$ cat src/rtl/ram_test_pkg.sv
// Shared types and the expected-data rule for the RAM write/verify engine.
package ram_test_pkg;

  // Widest geometry the pattern function handles; instances narrow the result.
  localparam int MAX_ADDR_W = 8;
  localparam int MAX_DATA_W = 2 * MAX_ADDR_W;

  typedef enum logic [2:0] {
    S_IDLE,
    S_WRITE,
    S_READ,
    S_DRAIN,
    S_DONE
  } state_e;

  typedef enum logic [1:0] {
    MODE_USER = 2'b00,
    MODE_ZERO = 2'b01,
    MODE_ONES = 2'b10,
    MODE_ADDR = 2'b11
  } mode_e;

  // Word expected at addr for the given pattern; aw is the real address width,
  // so MODE_ADDR yields {~addr, addr} packed into the low 2*aw bits.
  function automatic logic [MAX_DATA_W-1:0] expected(
    input mode_e                  mode,
    input logic [MAX_DATA_W-1:0]  user,
    input logic [MAX_ADDR_W-1:0]  addr,
    input int unsigned            aw
  );
    logic [MAX_DATA_W-1:0] mask;
    logic [MAX_DATA_W-1:0] a_ext;
    mask     = (MAX_DATA_W'(1) << aw) - MAX_DATA_W'(1);
    a_ext    = MAX_DATA_W'(addr) & mask;
    expected = '0;
    case (mode)
      MODE_USER: expected = user;
      MODE_ZERO: expected = '0;
      MODE_ONES: expected = '1;
      MODE_ADDR: expected = ((~a_ext & mask) << aw) | a_ext;
    endcase
  endfunction

endpackage

$ cat src/rtl/ram_bist_sequencer_if.sv
// RAM-side bus between the sequencer (master) and the lab RAM (slave).
interface ram_bist_sequencer_if #(
  parameter int ADDR_W = 4,
  parameter int DATA_W = 8
);
  logic [ADDR_W-1:0] ram_address;
  logic [DATA_W-1:0] ram_data;
  logic              ram_wren;
  logic [DATA_W-1:0] ram_q;

  modport master (output ram_address, ram_data, ram_wren, input ram_q);
  modport slave  (input ram_address, ram_data, ram_wren, output ram_q);
endinterface

$ cat src/rtl/ram_pattern_gen.sv
// Combinational expected-data generator for one address.
module ram_pattern_gen
  import ram_test_pkg::*;
#(
  parameter int ADDR_W = 4,
  parameter int DATA_W = 8
) (
  input  mode_e             mode,
  input  logic [DATA_W-1:0] user,
  input  logic [ADDR_W-1:0] addr,
  output logic [DATA_W-1:0] data
);
  // Widen into the package function's fixed-width domain, then trim back.
  assign data = DATA_W'(expected(mode, MAX_DATA_W'(user), MAX_ADDR_W'(addr), ADDR_W));
endmodule

$ cat src/rtl/ram_bist_sequencer.sv
// Write-then-verify sequencer for the lab RAM: fills every address with a
// pattern, reads it all back, counts mismatches and records the first one.
module ram_bist_sequencer
  import ram_test_pkg::*;
#(
  parameter int ADDR_W = 4,
  parameter int DATA_W = 8,
  parameter int RD_LAT = 1
) (
  input  logic                  clock,
  input  logic                  clear,
  input  logic                  start,
  input  logic [1:0]            mode,
  input  logic [DATA_W-1:0]     DataIn,
  ram_bist_sequencer_if.master  ram,
  output logic                  busy,
  output logic                  done,
  output logic                  pass,
  output logic [ADDR_W:0]       err_count,
  output logic [ADDR_W-1:0]     fail_address,
  output logic [DATA_W-1:0]     fail_data
);
  localparam logic [ADDR_W-1:0] ADDR_MAX   = '1;
  localparam logic [1:0]        DRAIN_LAST = 2'(RD_LAT - 1);

  state_e                    state_q, state_d;
  mode_e                     mode_q, mode_d;
  logic [DATA_W-1:0]         user_q, user_d;
  logic [ADDR_W-1:0]         addr_q, addr_d;
  logic [DATA_W-1:0]         wdata_q, wdata_d;
  logic                      wren_q, wren_d;
  logic [1:0]                drain_q, drain_d;
  logic [RD_LAT:1]           vld_pipe_q, vld_pipe_d;
  logic [RD_LAT:1][ADDR_W-1:0] apipe_q, apipe_d;
  logic [ADDR_W:0]           err_q, err_d;
  logic [ADDR_W-1:0]         faddr_q, faddr_d;
  logic [DATA_W-1:0]         fdata_q, fdata_d;
  logic                      pass_q, pass_d;

  // A run may launch from IDLE or straight out of DONE so a held start
  // re-runs back to back with no idle gap.
  logic              launch;
  mode_e             wr_mode;
  logic [DATA_W-1:0] wr_user;
  logic [ADDR_W-1:0] wr_addr;
  logic [DATA_W-1:0] wr_exp;
  logic [DATA_W-1:0] cmp_exp;

  assign launch  = start && (state_q == S_IDLE || state_q == S_DONE);
  // Write-path generator looks at the word that will be driven next cycle.
  assign wr_mode = launch ? mode_e'(mode) : mode_q;
  assign wr_user = launch ? DataIn : user_q;
  assign wr_addr = launch ? '0 : addr_q + 1'b1;

  ram_pattern_gen #(.ADDR_W(ADDR_W), .DATA_W(DATA_W)) u_wr_gen (
    .mode(wr_mode), .user(wr_user), .addr(wr_addr), .data(wr_exp)
  );

  ram_pattern_gen #(.ADDR_W(ADDR_W), .DATA_W(DATA_W)) u_cmp_gen (
    .mode(mode_q), .user(user_q), .addr(apipe_q[RD_LAT]), .data(cmp_exp)
  );

  // Next-state, address counter, read delay line and result accumulation.
  always_comb begin
    state_d  = state_q;
    mode_d   = mode_q;
    user_d   = user_q;
    addr_d   = addr_q;
    wdata_d  = '0;
    wren_d   = 1'b0;
    drain_d  = drain_q;
    err_d    = err_q;
    faddr_d  = faddr_q;
    fdata_d  = fdata_q;
    pass_d   = pass_q;

    vld_pipe_d[1] = (state_q == S_READ);
    apipe_d[1]    = addr_q;
    for (int i = 2; i <= RD_LAT; i++) begin
      vld_pipe_d[i] = vld_pipe_q[i-1];
      apipe_d[i]    = apipe_q[i-1];
    end

    // Tail of the delay line lines up with ram_q for that address.
    if (vld_pipe_q[RD_LAT] && (ram.ram_q != cmp_exp)) begin
      if (err_q == '0) begin
        faddr_d = apipe_q[RD_LAT];
        fdata_d = ram.ram_q;
      end
      err_d = err_q + 1'b1;
    end

    case (state_q)
      S_IDLE, S_DONE: state_d = S_IDLE;
      S_WRITE: begin
        if (addr_q == ADDR_MAX) begin
          state_d = S_READ;
          addr_d  = '0;
        end else begin
          addr_d  = addr_q + 1'b1;
          wren_d  = 1'b1;
          wdata_d = wr_exp;
        end
      end
      S_READ: begin
        if (addr_q == ADDR_MAX) begin
          state_d = S_DRAIN;
          drain_d = '0;
        end else begin
          addr_d = addr_q + 1'b1;
        end
      end
      S_DRAIN: begin
        if (drain_q == DRAIN_LAST) begin
          state_d = S_DONE;
          pass_d  = (err_d == '0);
        end else begin
          drain_d = drain_q + 1'b1;
        end
      end
      default: state_d = S_IDLE;
    endcase

    if (launch) begin
      state_d = S_WRITE;
      mode_d  = wr_mode;
      user_d  = DataIn;
      addr_d  = '0;
      wren_d  = 1'b1;
      wdata_d = wr_exp;
      err_d   = '0;
      faddr_d = '0;
      fdata_d = '0;
      pass_d  = 1'b0;
    end
  end

  // State and output registers; clear returns everything to idle zeros.
  always_ff @(posedge clock) begin
    if (clear) begin
      state_q    <= S_IDLE;
      mode_q     <= MODE_USER;
      user_q     <= '0;
      addr_q     <= '0;
      wdata_q    <= '0;
      wren_q     <= 1'b0;
      drain_q    <= '0;
      vld_pipe_q <= '0;
      apipe_q    <= '0;
      err_q      <= '0;
      faddr_q    <= '0;
      fdata_q    <= '0;
      pass_q     <= 1'b0;
    end else begin
      state_q    <= state_d;
      mode_q     <= mode_d;
      user_q     <= user_d;
      addr_q     <= addr_d;
      wdata_q    <= wdata_d;
      wren_q     <= wren_d;
      drain_q    <= drain_d;
      vld_pipe_q <= vld_pipe_d;
      apipe_q    <= apipe_d;
      err_q      <= err_d;
      faddr_q    <= faddr_d;
      fdata_q    <= fdata_d;
      pass_q     <= pass_d;
    end
  end

  assign ram.ram_address = addr_q;
  assign ram.ram_data    = wdata_q;
  assign ram.ram_wren    = wren_q;
  assign busy            = (state_q == S_WRITE) || (state_q == S_READ) || (state_q == S_DRAIN);
  assign done            = (state_q == S_DONE);
  assign pass            = pass_q;
  assign err_count       = err_q;
  assign fail_address    = faddr_q;
  assign fail_data       = fdata_q;

endmodule

$ cat src/flat_wrapper.sv
// flat-port wrapper written by rule: the top's interface ports become plain ports
module ram_bist_sequencer_flat import ram_test_pkg::*;
#(
  parameter int ADDR_W = 4,
  parameter int DATA_W = 8,
  parameter int RD_LAT = 1
)
  (clock, clear, start, mode, DataIn, busy, done, pass, err_count, fail_address, fail_data, ram_ram_address, ram_ram_data, ram_ram_wren, ram_ram_q);
  ram_bist_sequencer_if #(.ADDR_W(ADDR_W), .DATA_W(DATA_W)) ram_i ();
  input  logic clock;
  input  logic clear;
  input  logic start;
  input  logic [1:0] mode;
  input  logic [DATA_W-1:0] DataIn;
  output logic busy;
  output logic done;
  output logic pass;
  output logic [ADDR_W:0] err_count;
  output logic [ADDR_W-1:0] fail_address;
  output logic [DATA_W-1:0] fail_data;
  output wire logic [$bits(ram_i.ram_address)-1:0] ram_ram_address;
  output wire logic [$bits(ram_i.ram_data)-1:0] ram_ram_data;
  output wire logic [$bits(ram_i.ram_wren)-1:0] ram_ram_wren;
  input wire logic [$bits(ram_i.ram_q)-1:0] ram_ram_q;
  assign ram_ram_address = ram_i.ram_address;
  assign ram_ram_data = ram_i.ram_data;
  assign ram_ram_wren = ram_i.ram_wren;
  assign ram_i.ram_q = ram_ram_q;
  ram_bist_sequencer #(.ADDR_W(ADDR_W), .DATA_W(DATA_W), .RD_LAT(RD_LAT)) u_core (.clock(clock), .clear(clear), .start(start), .mode(mode), .DataIn(DataIn), .ram(ram_i), .busy(busy), .done(done), .pass(pass), .err_count(err_count), .fail_address(fail_address), .fail_data(fail_data));
endmodule
$ cat config.mk
export PLATFORM = sky130hd
export DESIGN_NAME = ram_bist_sequencer_flat
export DESIGN_NICKNAME = d
export VERILOG_FILES = /design/src/rtl/ram_test_pkg.sv /design/src/rtl/ram_bist_sequencer_if.sv /design/src/rtl/ram_pattern_gen.sv /design/src/rtl/ram_bist_sequencer.sv /design/src/flat_wrapper.sv
export SDC_FILE = /design/constraint.sdc
export NUM_CORES = 1
export LEC_CHECK = 0
export CORE_ASPECT_RATIO = 0.75
export CORE_MARGIN = 2
export CORE_UTILIZATION = 50
export CTS_BUF_LIST = sky130_fd_sc_hd__clkbuf_2 sky130_fd_sc_hd__clkbuf_4 sky130_fd_sc_hd__clkbuf_8
export CTS_CLUSTER_SIZE = 10
export DETAILED_ROUTE_END_ITERATION = 12
export GPL_ROUTABILITY_DRIVEN = 0
export PLACE_DENSITY = 0.79
export SYNTH_ARGS = -nofsm -noshare
export SYNTH_HDL_FRONTEND = slang
export SYNTH_SLANG_ARGS = --single-unit
$ cat constraint.sdc
create_clock -name clock -period 2.9 [get_ports clock]
set_clock_uncertainty 0.2 [all_clocks]
set_input_delay 0.58 -clock clock [delete_from_list [all_inputs] [get_ports clock]]
set_output_delay 0.58 -clock clock [all_outputs]
set_load 0.01 [all_outputs]
==> metrics.md <==
| Metric | Value |
|---|---|
| Crit path time final | `2780 ps` |
| Worst-margin pin slew | `523 ps` |
| Sw Pwr | `around 380 uW` |
| Worst relative slew slack | `0.648` |
| Vias after detailed routing | `2,475` |
| Setup violators final | `0` |
| CTS sink count | `about 50` |
| Cell Pwr Density | `447 mW/mm2` |
| # rows | `22` |
| Critical Path Fanout Max | `4` |
| Sequential Power Share | `0.497` |
| Starting DRT DRC Count | `134` |
| Synth top area cells | `dfxtp_1 (40%), nand2_1 (6.0%), a21oi_1 (5.3%)` |
| DRC violations left | `0` |
| Syn nets | `about 350` |
| Layout Nets | `approximately 410` |
| Maximum root-to-sink buffer count | `2` |
| Final Power | `1490 uW` |
| Grt total ovfl | `0` |
| # H-tree levels | `2` |
| Port bufs | `53` |
| CTS tree | `done` |
| Vias in the first global route | `2,294` |
| Utilization after layout | `0.677` |
| Root buf cell | `clkbuf_8` |
| Die area | `0.00572 mm2` |
| Syn Inst Count | `321` |
| Peak VDD IR | `0.280 mV` |
| Internal | `1120 uW` |
| Vias per cell | `5.61` |
| Startpoint types | `input port` |
| Core area | `0.00493 mm2` |
| Router iterations before antenna repair | `5` |
| Post-route ant nets | `0` |
| Fmax | `359 MHz` |
| Global Route Usage Sum | `0.231` |
| Min Hold Slack | `260 ps` |
| Ys flop type | `dfxtp_1` |
| Fraction of registers with async set or reset after synthesis | `0` |
| Clk Latency, worst-skew pair | `310 ps` |
| Post-synthesis sequential area ratio | `0.399` |
| Routed wire length | `6200 um` |
| Num ports | `54` |
| Area leader, netlist | `dfxtp_1` |
| Post-synth EDFFs | `0` |
| Layout cells sized above 1 | `0.0892` |
| Fin. max-slew vios | `0` |
| Worst hold path type | `reg2reg` |
| Final Hold Viols | `0` |
| Yosys Warn Count | `0` |
| N_diodes | `0` |
| Area Growth Syn to Fin | `30.2%` |
| Status | `finished clean` |
| Unrepaired setup endpoints after global routing | `false` |
| Largest net degree at the start of global routing | `26` |
| Synth cell types | `a little under 50` |
| Leakage power | `0.00121 uW` |
| #FFs+latches synth | `51` |
| Arr. time, crit path | `2800 ps` |
| Clk slew on worst S/H paths | `about 90 ps` |
| Routed WL per cell | `14.1 um` |
| Initial Utilization | `0.520` |
| Final period util | `0.959` |
| Crit end category | `flip-flop` |
| Power share of the clock group | `0.346` |
| MaxCap Viol Count | `0` |
| Crit-path max cell delay | `between 500 and 600 ps` |
| Mean Syn Cell Area | `roughly 8 um2` |
| DP Wirelength | `between 4000 and 5000 um` |
| Fillers | `423` |
| Comb pwr share | `0.157` |
| Global-route wire length before repair | `10,400 um` |
| Cell Chain, Critical Path | `clkdlybuf4s50_1, a211o_1, o221a_1, or4_4, o21ai_4, mux2_1, o32ai_1` |
| Net Sw Frac | `0.252` |
| Die X | `a little under 90 um` |
| Vert. Die Dim | `66.0 um` |
| Share of the synthesized area in the top cell type | `0.399` |
| Kind of critical path | `in2reg` |
| Initial antenna violation count | `0` |
| Netlist Area Pre-Place | `0.00256 mm2` |
| Worst Path Required | `2920 ps` |
| CTS Buf Count | `5` |
| Slowest library cell on the worst path | `or4_4` |
flip-flops by register name (all words and copies together) (netlist names):
register and flops:
u_core.fail_data 8, u_core.ram.ram_data 8, u_core.user_q 8, u_core.err_count 5, u_core.apipe_q 4, u_core.fail_address 4, u_core.ram.ram_address 4, u_core.state_q 3
u_core.drain_q 2, u_core.mode_q 2, u_core.pass 1, u_core.ram.ram_wren 1, u_core.vld_pipe_q 1
final timing paths:
check / startpoint / to / slack, ps / cells past startpoint
setup / recovery: ram_ram_q[5] / u_core.pass$_SDFFE_PP0P_ / 120 / 7
hold / removal: u_core.fail_data[4]$_SDFFE_PP0P_ / u_core.fail_data[4]$_SDFFE_PP0P_ / 260 / 2
setup reg to reg: u_core.mode_q[0]$_SDFFE_PP0N_ / u_core.pass$_SDFFE_PP0P_ / 190 / 7
hold reg to reg: u_core.fail_data[4]$_SDFFE_PP0P_ / u_core.fail_data[4]$_SDFFE_PP0P_ / 260 / 2
metal layers:
| metal | track usage | vias to the layer above | wire, um |
|---|---|---|---|
| met1 | 0.313 | 1125 | 2940 |
| met5 | 0 | - | 0 |
| met4 | 0.0820 | 0 | 127 |
| met2 | 0.366 | 82 | 2800 |
| li1 | - | 1251 | - |
| met3 | 0.0449 | 17 | 335 |
critical path, delay by kind of cell:
kind / cells / cell delay (ps)
buf+inv: 1 / 470
mux: 1 / 330
simple gates: 1 / 570
compound gates: 4 / 850
cell usage after synthesis (all sizes together) (2+ instances only):
cell type and instances:
dfxtp 51, nand2 41, a21oi 27, o21ai 27, nor2 26, nand3 21, clkbuf 13, nor3 13
inv 11, nand2b 10, nor2b 10, a211oi 7, a22oi 6, buf 6, mux2i 6, ha 4
o21a 4, and3 3, mux2 3, o2111ai 3, xor2 3, a311oi 2, and2 2, nor4 2
o22ai 2, o31ai 2, o32ai 2
cells in the final DEF (no fill, tap or decap), types with 3 or more instances in the layout:
cell type,instances
clkbuf_8,6
nand2_1,41
a211oi_1,7
and3_1,3
xor2_1,3
nor2b_1,10
nor2_1,26
ha_1,4
inv_1,9
o21a_1,4
o21ai_0,11
mux2i_1,6
dfxtp_1,51
a22oi_1,6
nor3_1,13
buf_4,17
o21ai_1,15
nand3_1,21
nand2b_1,10
a21oi_1,27
clkdlybuf4s50_1,52
power by group through the flow:
stage	sequential [uW]	clock, uW	combinational, uW
6_report	741	516	234
4_1_cts	741	525	233
3_5_place_dp	757	0	231
3_3_place_gp	757	0	228
5_1_grt	744	559	258
2_1_floorplan	754	0	128
logic make-up after synthesis:
logic type,count (synthesis),synth area share
and+or+nand+nor,133,0.249
AOI/OAI and AO/OA,90,0.228
DFF,51,0.399
buffers and inverters,30,0.0547
muxes,9,0.0366
xor gates and xnor gates,4,0.0137
adders and majority gates,4,0.0195
cell type report:
cell class                      count  area (um2)  share of cell area
Timing Repair Buffer               71         681               0.204
Multi-Input combinational cell    240        1400               0.420
Clock buffer                        6        82.6              0.0248
Inverter                           11        41.3              0.0124
Tap cell                           60        75.1              0.0225
Sequential cell                    51        1020               0.306
Clock inverter                      2        35.0              0.0105
metrics by stage:
stage	TNS (ps)	setup slack [ps]	area [um2]	instances
3_3_place_gp	-2530	-251	3220	433
4_1_cts	0	20.7	3330	441
3_5_place_dp	-3030	-302	3220	433
5_1_grt	0	61.3	3340	441
6_report	0	118	3340	441
2_1_floorplan	0	184	2560	321
repair_timing:
action                                  4_1_cts  5_1_grt
hold buffers                                  0        0
buffers inserted                              0        0
endpoints found under the setup margin        0       16
gates resized for setup                       0        1
Power figures use the tool's default switching activity.
